File: src/rtl/event_seq_waiter.sv
// rtl/event_seq_waiter.sv - in-order event strobe consumer with done/err reporting
//
// Arms on start, then consumes trig[0..N-1] strictly in index order, pulsing
// hit per consumed event. Ends in DONE after the last event or in ERROR on an
// early trigger (or on an idle timeout when EVENT_SEQ_WAITER_TIMEOUT_EN is
// defined). All outputs are registered.
//
// Ports:
//   clk       - rising-edge clock
//   rst_n     - synchronous active-low reset
//   start     - arm request, honoured in IDLE/DONE/ERROR only
//   trig      - N event strobes, bit i = event i fired this cycle
//   busy      - high while waiting for events
//   wait_idx  - index currently awaited
//   hit       - one-cycle pulse, awaited event consumed
//   hit_idx   - index consumed, valid with hit
//   done      - sticky, all N events consumed
//   err       - sticky, sequence aborted
//   err_code  - 01 early trigger, 10 timeout, 00 none
//   err_idx   - offending index
//
// Optional feature macro: EVENT_SEQ_WAITER_TIMEOUT_EN

module event_seq_waiter #(
  parameter int N       = 100,
  parameter int IDXW    = $clog2(N),
  parameter int TIMEOUT = 16
) (
  input  logic            clk,
  input  logic            rst_n,
  input  logic            start,
  input  logic [N-1:0]    trig,
  output logic            busy,
  output logic [IDXW-1:0] wait_idx,
  output logic            hit,
  output logic [IDXW-1:0] hit_idx,
  output logic            done,
  output logic            err,
  output logic [1:0]      err_code,
  output logic [IDXW-1:0] err_idx
);

  typedef enum logic [1:0] {
    S_IDLE  = 2'd0,
    S_WAIT  = 2'd1,
    S_DONE  = 2'd2,
    S_ERROR = 2'd3
  } state_t;

  state_t          r_state, w_state_nxt;
  logic            r_busy, w_busy_nxt;
  logic [IDXW-1:0] r_wait_idx, w_wait_idx_nxt;
  logic            r_hit, w_hit_nxt;
  logic [IDXW-1:0] r_hit_idx, w_hit_idx_nxt;
  logic            r_done, w_done_nxt;
  logic            r_err, w_err_nxt;
  logic [1:0]      r_err_code, w_err_code_nxt;
  logic [IDXW-1:0] r_err_idx, w_err_idx_nxt;

  logic            w_early;
  logic [IDXW-1:0] w_early_idx;
  logic            w_trig_k;

`ifdef EVENT_SEQ_WAITER_TIMEOUT_EN
  localparam int CNTW = $clog2(TIMEOUT + 1);
  logic [CNTW-1:0] r_tmo_cnt, w_tmo_cnt_nxt;
  logic [CNTW-1:0] w_tmo_inc;
  assign w_tmo_inc = r_tmo_cnt + CNTW'(1);
`else
  logic w_unused_timeout;
  assign w_unused_timeout = (TIMEOUT > 0);
`endif

  // Lowest set trigger strictly above the awaited index. Scanning downward
  // lets the last assignment win, leaving the lowest qualifying j.
  always_comb begin
    w_early     = 1'b0;
    w_early_idx = '0;
    for (int j = N - 1; j >= 0; j--) begin
      if (trig[j] && (j > int'(r_wait_idx))) begin
        w_early     = 1'b1;
        w_early_idx = IDXW'(j);
      end
    end
  end

  assign w_trig_k = trig[r_wait_idx];

  always_comb begin
    w_state_nxt    = r_state;
    w_busy_nxt     = r_busy;
    w_wait_idx_nxt = r_wait_idx;
    w_hit_nxt      = 1'b0;
    w_hit_idx_nxt  = r_hit_idx;
    w_done_nxt     = r_done;
    w_err_nxt      = r_err;
    w_err_code_nxt = r_err_code;
    w_err_idx_nxt  = r_err_idx;
`ifdef EVENT_SEQ_WAITER_TIMEOUT_EN
    w_tmo_cnt_nxt  = r_tmo_cnt;
`endif
    case (r_state)
      S_WAIT: begin
        if (w_early) begin
          // An early strobe aborts even when the awaited bit is also set.
          w_state_nxt    = S_ERROR;
          w_busy_nxt     = 1'b0;
          w_err_nxt      = 1'b1;
          w_err_code_nxt = 2'b01;
          w_err_idx_nxt  = w_early_idx;
        end else if (w_trig_k) begin
          w_hit_nxt     = 1'b1;
          w_hit_idx_nxt = r_wait_idx;
`ifdef EVENT_SEQ_WAITER_TIMEOUT_EN
          w_tmo_cnt_nxt = '0;
`endif
          if (r_wait_idx == IDXW'(N - 1)) begin
            w_state_nxt = S_DONE;
            w_busy_nxt  = 1'b0;
            w_done_nxt  = 1'b1;
          end else begin
            w_wait_idx_nxt = r_wait_idx + IDXW'(1);
          end
        end else begin
`ifdef EVENT_SEQ_WAITER_TIMEOUT_EN
          w_tmo_cnt_nxt = w_tmo_inc;
          if (w_tmo_inc == CNTW'(TIMEOUT)) begin
            w_state_nxt    = S_ERROR;
            w_busy_nxt     = 1'b0;
            w_err_nxt      = 1'b1;
            w_err_code_nxt = 2'b10;
            w_err_idx_nxt  = r_wait_idx;
          end
`endif
        end
      end
      default: begin
        // IDLE, DONE and ERROR all re-arm the same way.
        if (start) begin
          w_state_nxt    = S_WAIT;
          w_busy_nxt     = 1'b1;
          w_wait_idx_nxt = '0;
          w_done_nxt     = 1'b0;
          w_err_nxt      = 1'b0;
          w_err_code_nxt = 2'b00;
          w_err_idx_nxt  = '0;
`ifdef EVENT_SEQ_WAITER_TIMEOUT_EN
          w_tmo_cnt_nxt  = '0;
`endif
        end
      end
    endcase
  end

  always_ff @(posedge clk) begin
    if (!rst_n) begin
      r_state    <= S_IDLE;
      r_busy     <= 1'b0;
      r_wait_idx <= '0;
      r_hit      <= 1'b0;
      r_hit_idx  <= '0;
      r_done     <= 1'b0;
      r_err      <= 1'b0;
      r_err_code <= 2'b00;
      r_err_idx  <= '0;
`ifdef EVENT_SEQ_WAITER_TIMEOUT_EN
      r_tmo_cnt  <= '0;
`endif
    end else begin
      r_state    <= w_state_nxt;
      r_busy     <= w_busy_nxt;
      r_wait_idx <= w_wait_idx_nxt;
      r_hit      <= w_hit_nxt;
      r_hit_idx  <= w_hit_idx_nxt;
      r_done     <= w_done_nxt;
      r_err      <= w_err_nxt;
      r_err_code <= w_err_code_nxt;
      r_err_idx  <= w_err_idx_nxt;
`ifdef EVENT_SEQ_WAITER_TIMEOUT_EN
      r_tmo_cnt  <= w_tmo_cnt_nxt;
`endif
    end
  end

  assign busy     = r_busy;
  assign wait_idx = r_wait_idx;
  assign hit      = r_hit;
  assign hit_idx  = r_hit_idx;
  assign done     = r_done;
  assign err      = r_err;
  assign err_code = r_err_code;
  assign err_idx  = r_err_idx;

endmodule

File: config.mk
export PLATFORM = sky130hd
export DESIGN_NAME = event_seq_waiter
export DESIGN_NICKNAME = d
export VERILOG_FILES = /design/src/rtl/event_seq_waiter.sv
export SDC_FILE = /design/constraint.sdc
export NUM_CORES = 1
export LEC_CHECK = 0
export CAP_MARGIN = 0
export CORE_UTILIZATION = 47
export DETAILED_ROUTE_END_ITERATION = 6
export GPL_TIMING_DRIVEN = 0
export PLACE_DENSITY = 0.86
export SYNTH_ARGS = -nofsm -noshare
export SYNTH_HDL_FRONTEND = slang
export SYNTH_SLANG_ARGS = --single-unit
File: constraint.sdc
create_clock -name clk -period 3.65 [get_ports clk]
set_clock_uncertainty 0.15 [all_clocks]
set_input_delay 0.73 -clock clk [delete_from_list [all_inputs] [get_ports clk]]
set_output_delay 0.73 -clock clk [all_outputs]
set_load 0.01 [all_outputs]
==> summary.md <==
| Metric | Value |
|---|---|
| Mapped Cells | `776` |
| IO Pins | `130` |
| RSZ-0062 raised after global routing | `yes` |
| Kind of critical path | `flop to flop` |
| Commonest cells after routing, fill and taps aside | `clkdlybuf4s50_1 (127), nand2_1 (69), nor2_1 (64)` |
| Site Rows | `39` |
| Slew Limit Fails | `0` |
| Ys Warns | `0` |
| Unique cell type count in the Yosys netlist | `92` |
| Synth Flop Type | `dfxtp_1` |
| CTS Buf Count | `3` |
| Syn Area/Cell | `between 7 and 8 um^2` |
| Largest net degree at the start of global routing | `17` |
| CP peak stage delay | `~0.55 ns` |
| CP cell instances | `buf_8, buf_4, buf_4, mux4_2, mux2i_1, o22ai_1, a31oi_1, o211ai_1, o21bai_1, nand2_1, clkbuf_2, o21ai_0, a221oi_2` |
| Crit path capture type | `flop` |
| Req. time, crit path | `~3.7 ns` |
| Tmin final | `around 3.8 ns` |
| Initial antenna violation count | `0` |
| WP buf/inv | `4` |
| Post-Synth Adder-Cell Area | `0.008947` |
| Async set-reset flop share out of synthesis | `0` |
| Clk pin slew, worst setup/hold paths | `approximately 0.070 ns` |
| Slowest cell on crit path | `mux4_2` |
| Congestion Overflow GR | `0` |
| DR DRC count | `18` |
| Final clock period utilization by the worst path | `1.037` |
| Most area-hungry cell type in the Yosys netlist | `mux4_2` |
| Mux contribution to synthesized area | `0.1268` |
| GRT Util Overall | `0.4950` |
| Layout Nets | `1054` |
| Vias per cell | `just under 8` |
| Top cell by count, worst path | `buf_4` |
| Area contributors post-synth | `mux4_2 (11%), dfxtp_1 (9.7%), a21oi_1 (5.7%)` |
| Main combinational cell family by area after synthesis | `compound AO/OA/AOI/OAI gates` |
| P&R area growth vs syn | `45.47%` |
| Xor and xnor fraction of the mapped netlist area | `0` |
| Crit path DAT | `roughly 3.8 ns` |
| Total number of vias | `around 8400` |
| Synth Cell Area | `5594 um^2` |
| Fmax | `264.3 MHz` |
| Max cap viols | `0` |
| Die area | `12340 um^2` |
| Layout cells sized above 1 | `0.2526` |
| Max H-tree Level | `1` |
| DIE HEIGHT | `111.1 um` |
| DRT iter0 DRCs | `approximately 1400` |
| Final core occ | `0.7066` |
| Final hold vios | `0` |
| GPL Wtd Cong | `1.113` |
| Critical-path maximum fanout | `10` |
| Leak pwr | `2.872 nW` |
| Die W | `111.1 um` |
| Diode count | `0` |
| Clock Latency Late Sink | `0.27 ns` |
| EDFF count, synth | `0` |
| Relative slew margins | `0.4879` |
| Worst slew pin tran | `between 0.7 and 0.8 ns` |
| Setup-failing EPs final | `13` |
| DP Wirelength | `23730 um` |
| Pwr dens | `between 100 and 150 nW/um^2` |
| DR pass1 iterations | `7` |
| CP startpoint kind | `flop` |
| # hold bufs at CTS | `0` |
| Outcome | `finished with violations` |
| Vias in the first global route | `7708` |
| Total routed wirelength | `31660 um` |
| First-pass GRT wire length | `46330 um` |
| PortBufs | `127` |
| Hold Crit Class | `flop to flop` |
| Clock Sinks | `27` |
| Synthesized Nets | `883` |
| Final ANT Viol Nets | `0` |
| FF+latch count, synth | `27` |
| Commonest non-fill, non-tap cell in the layout | `clkdlybuf4s50_1` |
| CTS tree | `done` |
| Synth Area in Simple Gates | `0.2955` |
| Synth top area share | `0.1087` |
| CP top delay family | `compound AO/OA/AOI/OAI gates` |
| WL per Instance | `29.07 um` |
| Final worst setup slack | `-0.1334 ns` |
| Clock buffer depth | `2` |
| Compound-cell area share of the yosys netlist | `0.3997` |
| Register area share after synthesis | `0.09662` |
| Failing checks | `DRC, setup timing` |
| Placed standard-cell area | `7057 um^2` |
| Starting density of the core | `0.4858` |
| CORE AREA | `around 12000 um^2` |
| Finished Cell Area | `around 8100 um^2` |
| CTS root buf | `clkbuf_16` |
| Max IR drop VDD | `about 0.20 mV` |
-- area by class of cell --
cell class                      count  area (um^2)
Buffer                             60        447.9
Fill cell                         975         3378
Tap cell                          143        178.9
Timing Repair Buffer              167         1605
Clock buffer                        3        75.07
Inverter                           13        56.30
Sequential cell                    27        550.5
Multi-Input combinational cell    675         5216
Clock inverter                      1        7.507
-- worst reg2reg max path: cells and delay by family, from the launching register on --
family | cells | cell delay (ns)
AO/OA/AOI/OAI | 6 | 1.20
buffers and inverters | 4 | 0.95
flip-flops | 1 | 0.40
multiplexers | 2 | 0.77
AND/OR/NAND/NOR | 1 | 0.21
-- cell usage after synthesis, types with 9 or more instances --
master / number
a21boi_0: 9
buf_2: 21
nand2_1: 71
o211ai_1: 29
buf_4: 12
mux4_2: 27
inv_1: 9
a21oi_1: 64
nand2b_1: 10
a311oi_1: 9
o21ai_0: 64
nand3_1: 39
a22oi_1: 9
nor2_1: 65
a32oi_1: 11
a211oi_1: 11
o22ai_1: 11
and3_1: 17
mux2i_1: 9
a31oi_1: 11
dfxtp_1: 27
nand4_1: 11
nor3_1: 18
a21o_1: 12
clkbuf_1: 20
-- per-stage QoR --
stage               cells  power, mW  hold slack, ns  setup TNS, ns  setup WS, ns
floorplan             776     0.5507          0.3215              0       0.03666
global placement     1046     0.7772          0.2967         -28.47        -1.625
detailed placement   1047     0.7797          0.3108         -29.48        -1.248
CTS                  1076      1.079          0.3243        -0.2683      -0.08399
global route         1089      1.164          0.3438         -1.509       -0.2101
finish               1089      1.132          0.3268        -0.7268       -0.1334
-- cells by family after synthesis --
| logic type | Yosys count |
|---|---|
| AO/OA/AOI/OAI | 325 |
| buffers and inverters | 74 |
| multiplexers | 37 |
| flip-flops | 27 |
| other | 1 |
| adder cells (fa/ha/maj) | 4 |
| AND/OR/NAND/NOR | 308 |
-- report_power, final --
part           internal, mW  switching, mW  total, mW
Sequential            0.299        0.00545      0.305
Combinational         0.271          0.288      0.559
Clock                 0.150          0.118      0.267
Total                 0.720          0.411       1.13
-- repair_timing --
| item | in CTS | in global routing |
|---|---|---|
| cloned | 1 | 0 |
| pin swaps | 21 | 30 |
| setup buffers | 24 | 14 |
| gates resized for setup | 96 | 69 |
| endpoints found under the setup margin | 26 | 25 |
-- metal layers --
metal | track usage | vias up | routed length [um]
met2 | 0.7069 | 873 | 12660
li1 | - | 3443 | -
met3 | 0.1531 | 239 | 4903
met4 | 0.3207 | 0 | 2705
met5 | 0 | - | 0
met1 | 0.6413 | 3811 | 11390
-- final timing paths --
check | startpoint | to | slack [ns] | depth (start not counted)
worst max-delay path | wait_idx[0] | wait_idx[3] | -0.13 | 13
worst min-delay path | busy | busy | 0.33 | 2
worst min register to register | busy | busy | 0.33 | 2
worst max register to register | wait_idx[0] | wait_idx[3] | -0.13 | 13
-- sequential cells by signal, summed over array words and instances (netlist names) --
register / cells
hit_idx: 7
busy: 1
done: 1
r_state: 2
err_idx: 7
wait_idx: 7
hit: 1
err_code: 1
Note: power is estimated with default switching activity, not from simulation.
